### src/rtl/hspi_rx_pkt_monitor_if.sv
// HSPI RAM write-port bundle snooped by hspi_rx_pkt_monitor.
// The HSPI core side drives it (master); the monitor only observes (slave).
`timescale 1ns/1ps
interface hspi_rx_pkt_monitor_if;
    logic        ram_csn;    // chip select, active low
    logic        ram_wen;    // write enable, active low (0 = write)
    logic [8:0]  ram_addr;   // word address
    logic [15:0] ram_wdata;  // low half of the core's write data

    modport master (output ram_csn, ram_wen, ram_addr, ram_wdata);
    modport slave  (input  ram_csn, ram_wen, ram_addr, ram_wdata);
endinterface

### src/rtl/hspi_rx_pkt_monitor.sv
// HSPI receive-packet monitor (wire_clk domain).
// Snoops the HSPI RAM write port, counts the words of each packet, checks
// data/address against an incrementing pattern, reports per-packet status and,
// in loopback mode, fires a one-cycle tx_act after a fixed idle gap.
// Optional build macro HSPI_RX_CHKSUM_EN adds a 16-bit additive checksum on
// o_rx_sum; without it o_rx_sum is tied to zero.
`timescale 1ns/1ps
module hspi_rx_pkt_monitor #(
    parameter int          MAX_WORDS  = 512,
    parameter int          GAP_CYCLES = 32,
    parameter logic [15:0] SEED       = 16'h0000,
    parameter int          LOOPBACK   = 1
) (
    input  logic                        wire_clk,
    input  logic                        rstn,
    input  logic                        i_rx_act,
    hspi_rx_pkt_monitor_if.slave        ram,
    output logic                        o_tx_act,
    output logic                        o_pkt_done,
    output logic                        o_pkt_err,
    output logic [9:0]                  o_pkt_words,
    output logic [8:0]                  o_first_err_addr,
    output logic [7:0]                  o_err_cnt,
    output logic                        o_busy,
    output logic [15:0]                 o_rx_sum
);

    typedef enum logic [2:0] {
        ST_IDLE,
        ST_RX,
        ST_CHECK,
        ST_GAP,
        ST_TRIG
    } state_t;

    localparam logic [9:0]  MAX_N    = 10'(MAX_WORDS);
    localparam logic [15:0] GAP_LAST = 16'(GAP_CYCLES - 1);

    state_t      r_state;
    logic        r_sync1, r_sync2, r_sync3;
    logic [9:0]  r_n;
    logic        r_mis;
    logic        r_ovf;
    logic [8:0]  r_first_addr;
    logic [15:0] r_gap_cnt;

    logic        w_wr, w_rise, w_fall, w_enter_rx;
    logic        w_rx_wr, w_counted, w_bad;
    logic [15:0] w_exp_data;
    logic [9:0]  w_n_nxt;
    logic        w_mis_nxt, w_ovf_nxt, w_err_nxt;
    logic [8:0]  w_first_nxt;

    // Bring the asynchronous rx_act pin into wire_clk and keep one delayed copy for edge detection.
    always_ff @(posedge wire_clk or negedge rstn) begin
        if (!rstn) begin
            r_sync1 <= 1'b0;
            r_sync2 <= 1'b0;
            r_sync3 <= 1'b0;
        end else begin
            // NOTE: non-blocking assignments make each flop sample the previous stage's old value, forming a real shift chain.
            r_sync1 <= i_rx_act;
            r_sync2 <= r_sync1;
            r_sync3 <= r_sync2;
        end
    end

    // Decode edges and compute the packet bookkeeping that a write in this cycle would produce.
    always_comb begin
        // NOTE: every signal gets a default first so no path leaves it unassigned (no inferred latch).
        w_wr        = ~ram.ram_csn & ~ram.ram_wen;
        w_rise      = r_sync2 & ~r_sync3;
        w_fall      = ~r_sync2 & r_sync3;
        w_enter_rx  = w_rise & ((r_state == ST_IDLE) | (r_state == ST_GAP));
        w_rx_wr     = (r_state == ST_RX) & w_wr;
        w_counted   = w_rx_wr & (r_n != MAX_N);
        w_exp_data  = SEED + {6'b0, r_n};
        w_bad       = 1'b0;
        w_n_nxt     = r_n;
        w_first_nxt = r_first_addr;
        w_ovf_nxt   = r_ovf;
        if (w_counted) begin
            // Writes beyond the RAM depth are flagged as overflow only; they are neither counted nor compared.
            w_bad   = (ram.ram_wdata != w_exp_data) | (ram.ram_addr != r_n[8:0]);
            w_n_nxt = r_n + 10'd1;
        end else if (w_rx_wr) begin
            w_ovf_nxt = 1'b1;
        end
        if (w_bad && !r_mis) begin
            w_first_nxt = ram.ram_addr;
        end
        w_mis_nxt = r_mis | w_bad;
        w_err_nxt = (w_n_nxt == 10'd0) | w_mis_nxt | w_ovf_nxt;
    end

    // Packet state machine; status is latched on the fall-detect edge so it is valid while in CHECK.
    always_ff @(posedge wire_clk or negedge rstn) begin
        if (!rstn) begin
            r_state          <= ST_IDLE;
            r_n              <= '0;
            r_mis            <= 1'b0;
            r_ovf            <= 1'b0;
            r_first_addr     <= '0;
            r_gap_cnt        <= '0;
            o_tx_act         <= 1'b0;
            o_pkt_done       <= 1'b0;
            o_pkt_err        <= 1'b0;
            o_pkt_words      <= '0;
            o_first_err_addr <= '0;
            o_err_cnt        <= '0;
        end else begin
            o_pkt_done <= 1'b0;
            o_tx_act   <= 1'b0;
            if (w_enter_rx) begin
                r_state      <= ST_RX;
                r_n          <= '0;
                r_mis        <= 1'b0;
                r_ovf        <= 1'b0;
                r_first_addr <= '0;
            end else begin
                case (r_state)
                    ST_RX: begin
                        r_n          <= w_n_nxt;
                        r_mis        <= w_mis_nxt;
                        r_ovf        <= w_ovf_nxt;
                        r_first_addr <= w_first_nxt;
                        if (w_fall) begin
                            o_pkt_words      <= w_n_nxt;
                            o_pkt_err        <= w_err_nxt;
                            o_first_err_addr <= w_first_nxt;
                            o_pkt_done       <= 1'b1;
                            if (w_err_nxt && (o_err_cnt != 8'hFF)) begin
                                o_err_cnt <= o_err_cnt + 8'd1;
                            end
                            r_state <= ST_CHECK;
                        end
                    end
                    ST_CHECK: begin
                        r_gap_cnt <= '0;
                        r_state   <= ((LOOPBACK == 1) && !o_pkt_err) ? ST_GAP : ST_IDLE;
                    end
                    ST_GAP: begin
                        if (r_gap_cnt == GAP_LAST) begin
                            o_tx_act <= 1'b1;
                            r_state  <= ST_TRIG;
                        end else begin
                            r_gap_cnt <= r_gap_cnt + 16'd1;
                        end
                    end
                    ST_TRIG: r_state <= ST_IDLE;
                    default: r_state <= ST_IDLE;
                endcase
            end
        end
    end

`ifdef HSPI_RX_CHKSUM_EN
    logic [15:0] r_sum;
    logic [15:0] r_rx_sum;

    // Accumulate counted words of the current packet and latch the total alongside the other status.
    always_ff @(posedge wire_clk or negedge rstn) begin
        if (!rstn) begin
            r_sum    <= '0;
            r_rx_sum <= '0;
        end else begin
            if (w_enter_rx) begin
                r_sum <= '0;
            end else if (w_counted) begin
                r_sum <= r_sum + ram.ram_wdata;
            end
            if ((r_state == ST_RX) && w_fall) begin
                r_rx_sum <= w_counted ? (r_sum + ram.ram_wdata) : r_sum;
            end
        end
    end

    assign o_rx_sum = r_rx_sum;
`else
    assign o_rx_sum = 16'h0000;
`endif

    assign o_busy = (r_state != ST_IDLE);

endmodule
### src/flat_wrapper.sv
// flat-port wrapper written by rule: the top's interface ports become plain ports
module hspi_rx_pkt_monitor_flat 
#(
    parameter int          MAX_WORDS  = 512,
    parameter int          GAP_CYCLES = 32,
    parameter logic [15:0] SEED       = 16'h0000,
    parameter int          LOOPBACK   = 1
)
  (wire_clk, rstn, i_rx_act, o_tx_act, o_pkt_done, o_pkt_err, o_pkt_words, o_first_err_addr, o_err_cnt, o_busy, o_rx_sum, ram_ram_csn, ram_ram_wen, ram_ram_addr, ram_ram_wdata);
  hspi_rx_pkt_monitor_if ram_i ();
  input  logic wire_clk;
  input  logic rstn;
  input  logic i_rx_act;
  output logic o_tx_act;
  output logic o_pkt_done;
  output logic o_pkt_err;
  output logic [9:0] o_pkt_words;
  output logic [8:0] o_first_err_addr;
  output logic [7:0] o_err_cnt;
  output logic o_busy;
  output logic [15:0] o_rx_sum;
  input wire logic [$bits(ram_i.ram_csn)-1:0] ram_ram_csn;
  input wire logic [$bits(ram_i.ram_wen)-1:0] ram_ram_wen;
  input wire logic [$bits(ram_i.ram_addr)-1:0] ram_ram_addr;
  input wire logic [$bits(ram_i.ram_wdata)-1:0] ram_ram_wdata;
  assign ram_i.ram_csn = ram_ram_csn;
  assign ram_i.ram_wen = ram_ram_wen;
  assign ram_i.ram_addr = ram_ram_addr;
  assign ram_i.ram_wdata = ram_ram_wdata;
  hspi_rx_pkt_monitor #(.MAX_WORDS(MAX_WORDS), .GAP_CYCLES(GAP_CYCLES), .SEED(SEED), .LOOPBACK(LOOPBACK)) u_core (.wire_clk(wire_clk), .rstn(rstn), .i_rx_act(i_rx_act), .ram(ram_i), .o_tx_act(o_tx_act), .o_pkt_done(o_pkt_done), .o_pkt_err(o_pkt_err), .o_pkt_words(o_pkt_words), .o_first_err_addr(o_first_err_addr), .o_err_cnt(o_err_cnt), .o_busy(o_busy), .o_rx_sum(o_rx_sum));
endmodule
### config.mk
export PLATFORM = sky130hd
export DESIGN_NAME = hspi_rx_pkt_monitor_flat
export DESIGN_NICKNAME = d
export VERILOG_FILES = /design/src/rtl/hspi_rx_pkt_monitor_if.sv /design/src/rtl/hspi_rx_pkt_monitor.sv /design/src/flat_wrapper.sv
export SDC_FILE = /design/constraint.sdc
export NUM_CORES = 1
export LEC_CHECK = 0
export BUFFER_PORTS_ARGS = -buffer_cell sky130_fd_sc_hd__clkbuf_2
export CORE_MARGIN = 2
export CORE_UTILIZATION = 30
export DETAILED_ROUTE_END_ITERATION = 7
export GPL_TIMING_DRIVEN = 1
export SKIP_CTS_REPAIR_TIMING = 1
export SYNTH_ARGS = -nofsm -noshare
export SYNTH_HDL_FRONTEND = slang
export SYNTH_SLANG_ARGS = --single-unit
### constraint.sdc
create_clock -name wire_clk -period 3.5 [get_ports wire_clk]
set_input_delay 0.525 -clock wire_clk [delete_from_list [all_inputs] [get_ports wire_clk]]
set_output_delay 0.525 -clock wire_clk [all_outputs]
set_load 0.05 [all_outputs]
==> results of run 1 <==
final cells by class:
cell class	instances	area, µm²	share of cell area (%)
repair buffers	65	338	7.38
clock buffers	9	225	4.92
flip-flops and latches	73	1830	39.9
clock inverters	7	95.1	2.08
multi-input cells	301	1860	40.5
well taps	172	215	4.70
inverters	6	22.5	0.492
path summary, 6_finish.rpt:
path / to / from / cells after the start / slack [ns]
worst max-delay path: u_core.o_err_cnt[6] / u_core.r_state[0] / 7 / 0.47
worst min-delay path: u_core.o_tx_act / rstn / 1 / 0.15
worst max register to register: u_core.o_err_cnt[6] / u_core.r_state[0] / 7 / 0.47
worst min register to register: u_core.r_sync2 / u_core.r_sync1 / 0 / 0.35
max in group asynchronous: u_core.o_first_err_addr[8] / rstn / 2 / 2.56
min in group wire_clk: u_core.r_sync1 / i_rx_act / 1 / 0.30
cells by family (layout without fill, tap and decap cells):
logic type	after synthesis	count (layout)	share of synthesized area, %
and+or+nand+nor	165	165	21.9
DFF	73	73	47.2
AOI/OAI and AO/OA	69	69	12.2
buffers and inverters	45	87	6.27
xor gates and xnor gates	34	34	7.70
muxes	13	13	3.40
adders and majority gates	4	4	1.29
other	1	16	0.0969
registers in the layout (all words and copies together), names as in the netlist:
signal,flops
u_core.r_sync3,1
u_core.r_sync1,1
u_core.o_tx_act,1
u_core.r_ovf,1
u_core.r_n,10
u_core.r_gap_cnt,16
u_core.o_pkt_done,1
u_core.o_pkt_words,10
u_core.o_err_cnt,8
u_core.r_state,3
u_core.o_first_err_addr,9
u_core.r_mis,1
u_core.r_first_addr,9
u_core.o_pkt_err,1
u_core.r_sync2,1
cell usage after synthesis (all sizes together) (2+ instances only):
cell and number:
or3 4, xor2 17, nor2 38, buf 22
nand2 35, nor3b 2, clkbuf 17, a41o 2
ha 4, a2111oi 2, inv 6, nand4bb 2
nand4 7, a21oi 8, mux2i 12, a22o 9
nor4b 2, or2 2, o21ai 32, nor4 6
and3 18, nand2b 4, dfrtp 73, nor3 12
a31oi 2, xnor2 17, o21bai 2, nor2b 3
nand3 23, o22ai 5
power by group through the flow:
stage	clock (mW)	combinational [mW]	sequential, mW
floorplan	0	0.749	1.55
global placement	0	1.30	1.29
detailed placement	0	1.32	1.30
CTS	1.01	1.32	1.29
global route	1.05	1.42	1.33
finish	0.980	1.31	1.29
stage by stage:
stage / setup slack (ns) / util, %
6_report: 0.466 / 36.3
2_1_floorplan: 0.761 / -
5_1_grt: 0.276 / 36.3
4_1_cts: 0.471 / 36.3
3_5_place_dp: 0.486 / 33.7
3_3_place_gp: 0.549 / 33.7
metal layers:
layer / wire (µm) / vias to the layer above / GRT usage, %
met5: 0 / - / 0
li1: - / 1493 / -
met1: 4120 / 1456 / 17.1
met3: 501 / 10 / 3.83
met2: 3990 / 73 / 20.5
met4: 119 / 0 / 4.22
critical path, cell delays in order, from the launching register on:
cell and delay [ns]:
dfrtp_1 0.54, or3b_1 0.63, nor2_2 0.32, nand2_1 0.15, a2111oi_4 0.35, a41o_2 0.31, or4b_1 0.47, xnor2_1 0.14
==> metrics.txt, run 1 <==
status=complete, no violations; post-route ant nets=0; area leader, netlist=dfrtp_1; vias in the first global route=a little under 3000; Pleak=~2.1 nW; slew at the pin with the worst max-slew slack=0.647 ns; Seq pwr share=around 36%; CORE AREA=12600 µm²; worst skew pair latency=0.33 ns; Sink Count=between 70 and 80; syn avg cell area=between 9 and 10 µm²; DRT iter0 DRCs=about 210; Sw Share=between 40% and 50%; number of CTS-inserted buffers=9; most frequent cells in the layout=dfrtp_1 (73), clkbuf_2 (59), nor2_1 (37); CTS max path bufs=2; first-pass GRT wire length=~15000 µm; Clk pin slew, worst setup/hold paths=roughly 0.060 ns; Max Fanout on Critical Path=15; Tot GR Track Use=13.0%; Root Driver=clkbuf_16; Max Cap Viol=0; largest net degree at the start of global routing=41; detailed-route DRC error count=0; RSZ-0062 raised after global routing=false; most common cell after layout, fill and taps aside=dfrtp_1; Yosys cell types=53; Post-synth EDFFs=0; Final Hold Fails=0; Achievable Freq=330 MHz; Net Sw Power=~1.5 mW; # diodes=0; Final GP Congestion=0.855; Synth top area share=a little under half; Hold WC Path Type=input pin to async pin; Routed WL=8740 µm; hpwl dp=approximately 6400 µm; # fillers=1294; placed cells=~620; WL/cell=13.8 µm; DR pass1 iterations=5; placed cell area=around 4300 µm²; Clock power frac=a little over a quarter; initial core utilization=30.7%; share of cells above drive strength 1=19.1%; Seq/Total Area, Yosys=47.2%; Final setup viols=0; logic gate share of total power=between 30% and 40%; antenna violations before repair=0; skew final=0.00684 ns; hold_ws=about 0.15 ns; Die W=between 100 and 150 µm; IO Count=a little under 80; share of synthesized registers carrying an async set or reset=100%; Setup TNS=0 ns; yosys warns=0; DR vias/cell=around 4.8; vias=about 3000; post-route clock period utilization=between 80 and 90%; Final Power=3.57 mW; final instance area=4580 µm²; row count=~40; die height=approximately 120 µm; post-synthesis cell area=3870 µm²; required time worst endpoint=roughly 3.7 ns; flop and latch count out of synthesis=73; post-synthesis cell count=404; H-tree Lvls=3; crit end category=flip-flop; final std cells w/o fill=633; TritonCTS clock tree=built; maximum vdd drop=0.229 mV; Area contributors post-synth=dfrtp_1 (47%), o21ai_0 (3.9%), xnor2_1 (3.8%); CP arrival=roughly 3.3 ns; WS Path Type=flip-flop to flip-flop; Slew Viols, Final=0; prevailing post-synth register cell=dfrtp_1; full die area=approximately 14000 µm²; Tmin final=between 3 and 4 ns; cell-internal power=around 2.1 mW; Worst Setup Start Kind=flip-flop; I/O Buffers=60; Slew headroom=a little under three fifths; Area Growth Syn to Fin=18.3%; gr ovfl total=0; power density cells=a little under 800 nW/µm²; Final nets=a little under 500
Power figures use the tool's default switching activity.
==> inputs of run 2 (changes only) <==
--- a/config.mk
+++ b/config.mk
@@ -6,10 +6,14 @@
 export NUM_CORES = 1
 export LEC_CHECK = 0
 export BUFFER_PORTS_ARGS = -buffer_cell sky130_fd_sc_hd__clkbuf_2
+export CELL_PAD_IN_SITES_DETAIL_PLACEMENT = 1
+export CELL_PAD_IN_SITES_GLOBAL_PLACEMENT = 1
 export CORE_MARGIN = 2
 export CORE_UTILIZATION = 30
 export DETAILED_ROUTE_END_ITERATION = 7
 export GPL_TIMING_DRIVEN = 1
+export MAX_ROUTING_LAYER = met4
+export PLACE_DENSITY_LB_ADDON = 0.1
 export SKIP_CTS_REPAIR_TIMING = 1
 export SYNTH_ARGS = -nofsm -noshare
 export SYNTH_HDL_FRONTEND = slang
==> metrics.txt, run 2 (synthesis gave the netlist of run 1 again) <==
WS Path Type=flip-flop to flip-flop; worst r2r src=u_core.r_state[0]; worst skew pair latency=0.34 ns (about the same); H-tree Lvls=3 (unchanged); crit end category=flip-flop; initial core utilization=30.7% (unchanged); DR pass1 iterations=4 (-1); # diodes=0 (unchanged); WL/cell=15.2 µm (+10%); Hold WC Path Type=input pin to flip-flop; Slew Viols, Final=0 (unchanged); final instance area=4570 µm² (-0.16%); hpwl dp=6940 µm (+8.2%); final std cells w/o fill=633 (unchanged); first-pass GRT wire length=16100 µm (+10%); R2R depth=7 (unchanged); r2r setup slk=0.41 ns (-0.05 ns); Max Cap Viol=0 (unchanged); required time worst endpoint=3.72 ns (about the same); maximum vdd drop=0.365 mV (+59%); Achievable Freq=324 MHz (-1.7%); max reg flops=16 (unchanged); Final Hold Fails=0 (unchanged); TritonCTS clock tree=built; gr ovfl total=0 (unchanged); most common cell after layout, fill and taps aside=dfrtp_1; skew final=0.00625 ns (-0.000596 ns); CP Launch Point=u_core.r_state[0]; vias in the first global route=3203 (+9.3%); crit path to=u_core.o_err_cnt[6]; Die W=118 µm (unchanged); placed cells=617 (unchanged); Final GP Congestion=0.817 (-4.5%); Critical R2R Capture=u_core.o_err_cnt[6]; placed cell area=4260 µm² (about the same); slew at the pin with the worst max-slew slack=0.952 ns (+0.305 ns); DR vias/cell=4.85 (+1.2%); Final nets=490 (unchanged); number of CTS-inserted buffers=9 (unchanged); Pleak=2.12 nW (+0.26%); Max Fanout on Critical Path=15 (unchanged); Tmin final=3.09 ns (+0.0539 ns); most frequent cells in the layout=dfrtp_1 (73), clkbuf_2 (59), nor2_1 (37); Tot GR Track Use=15.4% (+2.4 points); full die area=13800 µm² (unchanged); CP arrival=3.31 ns (+0.06 ns); I/O Buffers=60 (unchanged); antenna violations before repair=0 (unchanged); detailed-route DRC error count=0 (unchanged); power density cells=784 nW/µm² (+0.43%); share of cells above drive strength 1=19.1% (unchanged); row count=41 (unchanged); Setup TNS=0 ns (unchanged); Root Driver=clkbuf_16; Sink Count=73 (unchanged); RSZ-0062 raised after global routing=false; largest net degree at the start of global routing=74 (+80%); die height=118 µm (unchanged); Slew headroom=36.5% (-20 points); Top reg by flops=u_core.r_gap_cnt; Final setup viols=0 (unchanged); IO Count=77 (unchanged); vias=3068 (+1.2%); Routed WL=9650 µm (+10%); Clk pin slew, worst setup/hold paths=0.05 ns (about the same); biggest regs=u_core.r_gap_cnt: 16 flops, u_core.o_pkt_words: 10 flops, u_core.r_n: 10 flops; CTS max path bufs=2 (unchanged); DRT iter0 DRCs=92 (-57%); status=complete, no violations; post-route clock period utilization=88.2% (+1.5 points); Worst Setup Start Kind=flip-flop; post-route ant nets=0 (unchanged); CORE AREA=12600 µm² (unchanged); Area Growth Syn to Fin=18.1%
-- run 2: changes by cell type in the layout (fill, tap and decap cells not counted) --
cell / delta
buf_4: +1
clkinv_2: +3
clkinvlp_4: -1
buf_2: -1
clkinv_4: -2
-- run 2: stage by stage --
step | power, mW | setup slack [ns] | util, % | hold slack (ns)
5_1_grt | 3.82 | 0.264 | 36.2 | 0.280
6_report | 3.58 | 0.412 | 36.2 | 0.291
2_1_floorplan | 2.30 | 0.761 | - | 0.229
3_5_place_dp | 2.65 | 0.376 | 33.8 | 0.345
4_1_cts | 3.65 | 0.384 | 36.2 | 0.277
3_3_place_gp | 2.62 | 0.480 | 33.8 | 0.337
-- run 2: final cells by class --
cell class | count | area (µm²)
clock buffer | 9 | 225
clock inverter | 7 | 85.1
fill | 1485 | 8050
inverter | 6 | 22.5
multi-input combinational | 301 | 1860
sequential | 73 | 1830
tap | 172 | 215
timing repair buffer | 65 | 340
-- run 2: critical path, cell delays in order (launching register included) --
cell,delay (ns)
dfrtp_1,0.53
or3b_1,0.66
nor2_2,0.34
nand2_1,0.15
a2111oi_4,0.36
a41o_2,0.32
or4b_1,0.47
xnor2_1,0.14
-- run 2: power breakdown --
part	switching, mW	internal [mW]
clock network	0.360	0.617
logic	0.922	0.399
registers	0.234	1.05
total	1.52	2.07
-- run 2: per-layer routing --
layer | part of all wire, % | up-vias | global-route usage (%)
met2 | 44 | 61 | 23.3
met5 | 0 | - | -
li1 | - | 1496 | -
met1 | 49 | 1493 | 18.9
met3 | 4.2 | 18 | 3.59
met4 | 2.9 | 0 | 8.58
-- run 2: worst min-delay path by stage --
| stage | startpoint | slack, ns | end | depth (start not counted) |
|---|---|---|---|---|
| 6_report | i_rx_act | 0.29 | u_core.r_sync1 | 1 |
| 5_1_grt | i_rx_act | 0.28 | u_core.r_sync1 | 1 |
| 4_1_cts | i_rx_act | 0.28 | u_core.r_sync1 | 1 |
| 3_5_place_dp | u_core.r_sync1 | 0.34 | u_core.r_sync2 | 0 |
| 3_3_place_gp | u_core.r_sync1 | 0.34 | u_core.r_sync2 | 0 |
| 2_1_floorplan | rstn | 0.23 | u_core.o_err_cnt[0] | 0 |
==> inputs of run 3 (changes only) <==
--- a/config.mk
+++ b/config.mk
@@ -5,6 +5,7 @@
 export SDC_FILE = /design/constraint.sdc
 export NUM_CORES = 1
 export LEC_CHECK = 0
+export ABC_AREA = 1
 export BUFFER_PORTS_ARGS = -buffer_cell sky130_fd_sc_hd__clkbuf_2
 export CELL_PAD_IN_SITES_DETAIL_PLACEMENT = 1
 export CELL_PAD_IN_SITES_GLOBAL_PLACEMENT = 1
@@ -12,7 +13,6 @@
 export CORE_UTILIZATION = 30
 export DETAILED_ROUTE_END_ITERATION = 7
 export GPL_TIMING_DRIVEN = 1
-export MAX_ROUTING_LAYER = met4
 export PLACE_DENSITY_LB_ADDON = 0.1
 export SKIP_CTS_REPAIR_TIMING = 1
 export SYNTH_ARGS = -nofsm -noshare
==> metrics.txt, run 3 <==
RSZ-0062 raised after global routing=false; Worst Setup Start Kind=flip-flop; share of synthesized registers carrying an async set or reset=100% (unchanged); yosys warns=0 (unchanged); critical path depth=10 (+3); count leader, synth=nand2_1; Net Sw Power=1.51 mW (-0.47%); largest net degree at the start of global routing=74 (unchanged); I/O Buffers=60 (unchanged); Sw Share=43.2% (+0.86 points); Final Power=3.49 mW (-2.5%); Clk pin slew, worst setup/hold paths=0.06 ns (about the same); worst skew pair latency=0.35 ns (about the same); Top reg by flops=u_core.r_gap_cnt; Critical R2R Capture=u_core.r_gap_cnt[0]; DR pass1 iterations=5 (+1); Clock power frac=29.3% (+2.0 points); detailed-route DRC error count=0 (unchanged); CTS max path bufs=2 (unchanged); Achievable Freq=406 MHz (+25%); # diodes=0 (unchanged); Slew Viols, Final=0 (unchanged); Post-synth EDFFs=0 (unchanged); crit-path max cell delay=0.39 ns (-0.27 ns); IO Count=77 (unchanged); cell-internal power=1.98 mW (-3.9%); antenna violations before repair=0 (unchanged); Routed WL=10900 µm (+13%); R2R depth=10 (+3); Commonest cells post-synth=nand2_1 (134), dfrtp_1 (73), nor2_1 (62); CP arrival=2.68 ns (-0.63 ns); Setup TNS=0 ns (unchanged); share of cells above drive strength 1=15.5% (-3.6 points); DR vias/cell=4.63 (-4.5%); slowest CP cell=inv_2; DRT iter0 DRCs=107 (+16%); WL/cell=14.3 µm (-6.0%); Final setup viols=0 (unchanged); flop and latch count out of synthesis=73 (unchanged); WP buf/inv=2 (+2); crit path to=u_core.r_gap_cnt[0]; Max Cap Viol=0 (unchanged); skew final=0.00905 ns (+0.00280 ns); CP top delay family=simple AND/OR/NAND/NOR gates; most numerous cell on the critical path=nand2_1; most common cell after layout, fill and taps aside=nand2_1; first-pass GRT wire length=18500 µm (+14%); status=complete, no violations; full die area=14300 µm² (+3.3%); Max Fanout on Critical Path=23 (+8); logic gate share of total power=36.4% (-0.5 points); WS Path Type=flip-flop to flip-flop; post-synthesis cell count=520 (+29%); maximum vdd drop=0.474 mV (+30%); post-route clock period utilization=70.3% (-18 points); Die W=119 µm (+1.6%); Area contributors post-synth=dfrtp_1 (46%), nand2_1 (13%), nor2_1 (5.8%); area leader, netlist=dfrtp_1; worst r2r src=u_core.r_state[2]; Area Growth Syn to Fin=18.0%; biggest regs=u_core.r_gap_cnt: 16 flops, u_core.o_pkt_words: 10 flops, u_core.r_n: 10 flops; Root Driver=clkbuf_16; crit path cell chain=nor2_1, nand2_1, nand2_1, nand3_1, inv_2, nor2_1, nand2_2, inv_1, nand2_1, o21ai_0; Slew headroom=30.3% (-6.2 points); Final nets=611 (+25%); most frequent cells in the layout=nand2_1 (134), dfrtp_1 (73), nor2_1 (62); number of CTS-inserted buffers=9 (unchanged); # fillers=1663 (+12%); Final Hold Fails=0 (unchanged); Pleak=2.40 nW (+13%); Final GP Congestion=0.793 (-2.9%); row count=42 (+2.4%); prevailing post-synth register cell=dfrtp_1; post-synthesis cell area=4000 µm² (+3.4%); hpwl dp=7890 µm (+14%); r2r setup slk=1.04 ns (+0.63 ns); Tmin final=2.46 ns (-0.627 ns); Sink Count=73 (unchanged); required time worst endpoint=3.72 ns (about the same); vias=3510 (+14%); vias in the first global route=3633 (+13%); Seq pwr share=34.2% (-1.6 points); Hold WC Path Type=input pin to flip-flop; syn avg cell area=7.69 µm² (-20%); H-tree Lvls=3 (unchanged); Tot GR Track Use=16.5% (+1.2 points); initial core utilization=30.4% (-0.21 points); gr ovfl total=0 (unchanged); power density cells=740 nW/µm² (-5.5%); Synth top area share=45.7% (-1.6 points); post-route ant nets=0 (unchanged); max reg flops=16 (unchanged); CORE AREA=13100 µm² (+4.1%); Yosys cell types=35 (-34%); slew at the pin with the worst max-slew slack=1.04 ns (+0.0921 ns); TritonCTS clock tree=built; crit end category=flip-flop; Seq/Total Area, Yosys=45.7% (-1.6 points); die height=119 µm (+1.6%); CP Launch Point=u_core.r_state[2]
## run 3: cell families (layout without fill, tap and decap cells)
group | after synthesis | after routing | share of synthesized area, %
AND/OR/NAND/NOR | 274 | 274 | 30.7
buffers and inverters | 85 | 132 | 9.95
flip-flops | 73 | 73 | 45.7
AO/OA/AOI/OAI | 68 | 68 | 9.04
XOR/XNOR | 15 | 15 | 3.28
adder cells (fa/ha/maj) | 4 | 4 | 1.25
other | 1 | 16 | 0.0937
## run 3: layer usage
layer | GRT usage [%] | up-vias | share of wire [%]
met5 | 0 | - | 0
met4 | 6.40 | 0 | 1.8
met3 | 3.50 | 12 | 3.7
met2 | 26.0 | 56 | 46
met1 | 22.3 | 1683 | 49
li1 | - | 1759 | -
## run 3: worst min-delay path by stage
stage / start / endpoint / slack [ns] / depth (start not counted)
6_report: i_rx_act / u_core.r_sync1 / 0.28 / 1
3_3_place_gp: u_core.r_sync1 / u_core.r_sync2 / 0.34 / 0
3_5_place_dp: u_core.r_sync1 / u_core.r_sync2 / 0.34 / 0
5_1_grt: i_rx_act / u_core.r_sync1 / 0.28 / 1
2_1_floorplan: rstn / u_core.o_err_cnt[0] / 0.23 / 0
4_1_cts: i_rx_act / u_core.r_sync1 / 0.27 / 1
## run 3: final cells by class
cell class / instances / area, µm² / area share (%)
inverter: 56 / 210 / 4.45
timing repair buffer: 60 / 303 / 6.42
sequential: 73 / 1830 / 38.7
tap: 176 / 220 / 4.67
clock inverter: 6 / 88.8 / 1.88
multi-input combinational: 377 / 1830 / 38.8
clock buffer: 10 / 239 / 5.06
## run 3: power by group through the flow
stage | logic, mW | clock network [mW] | registers (mW)
after floorplan | 0.645 | 0 | 1.54
after global placement | 1.27 | 0 | 1.20
after detailed placement | 1.29 | 0 | 1.21
after CTS | 1.30 | 1.05 | 1.20
after global routing | 1.42 | 1.08 | 1.23
final | 1.27 | 1.02 | 1.20
## run 3: per-stage QoR
step                hold slack [ns]  area [µm²]  cells  util, %  setup slack, ns
floorplan                     0.229        4060    535        -             1.57
global placement              0.338        4390    742     33.4             1.12
detailed placement            0.340        4390    742     33.4            0.995
CTS                           0.269        4720    758     35.9            0.985
global route                  0.276        4720    758     35.9            0.667
finish                        0.282        4720    758     35.9             1.04
## run 3: worst register-to-register path, stage by stage, from the launching register on
cell     delay [ns]
dfrtp_1        0.38
nor2_1         0.15
nand2_1        0.21
nand2_1        0.13
nand3_1        0.15
inv_2          0.39
nor2_1         0.10
nand2_2        0.29
inv_1          0.27
nand2_1        0.17
o21ai_0        0.09
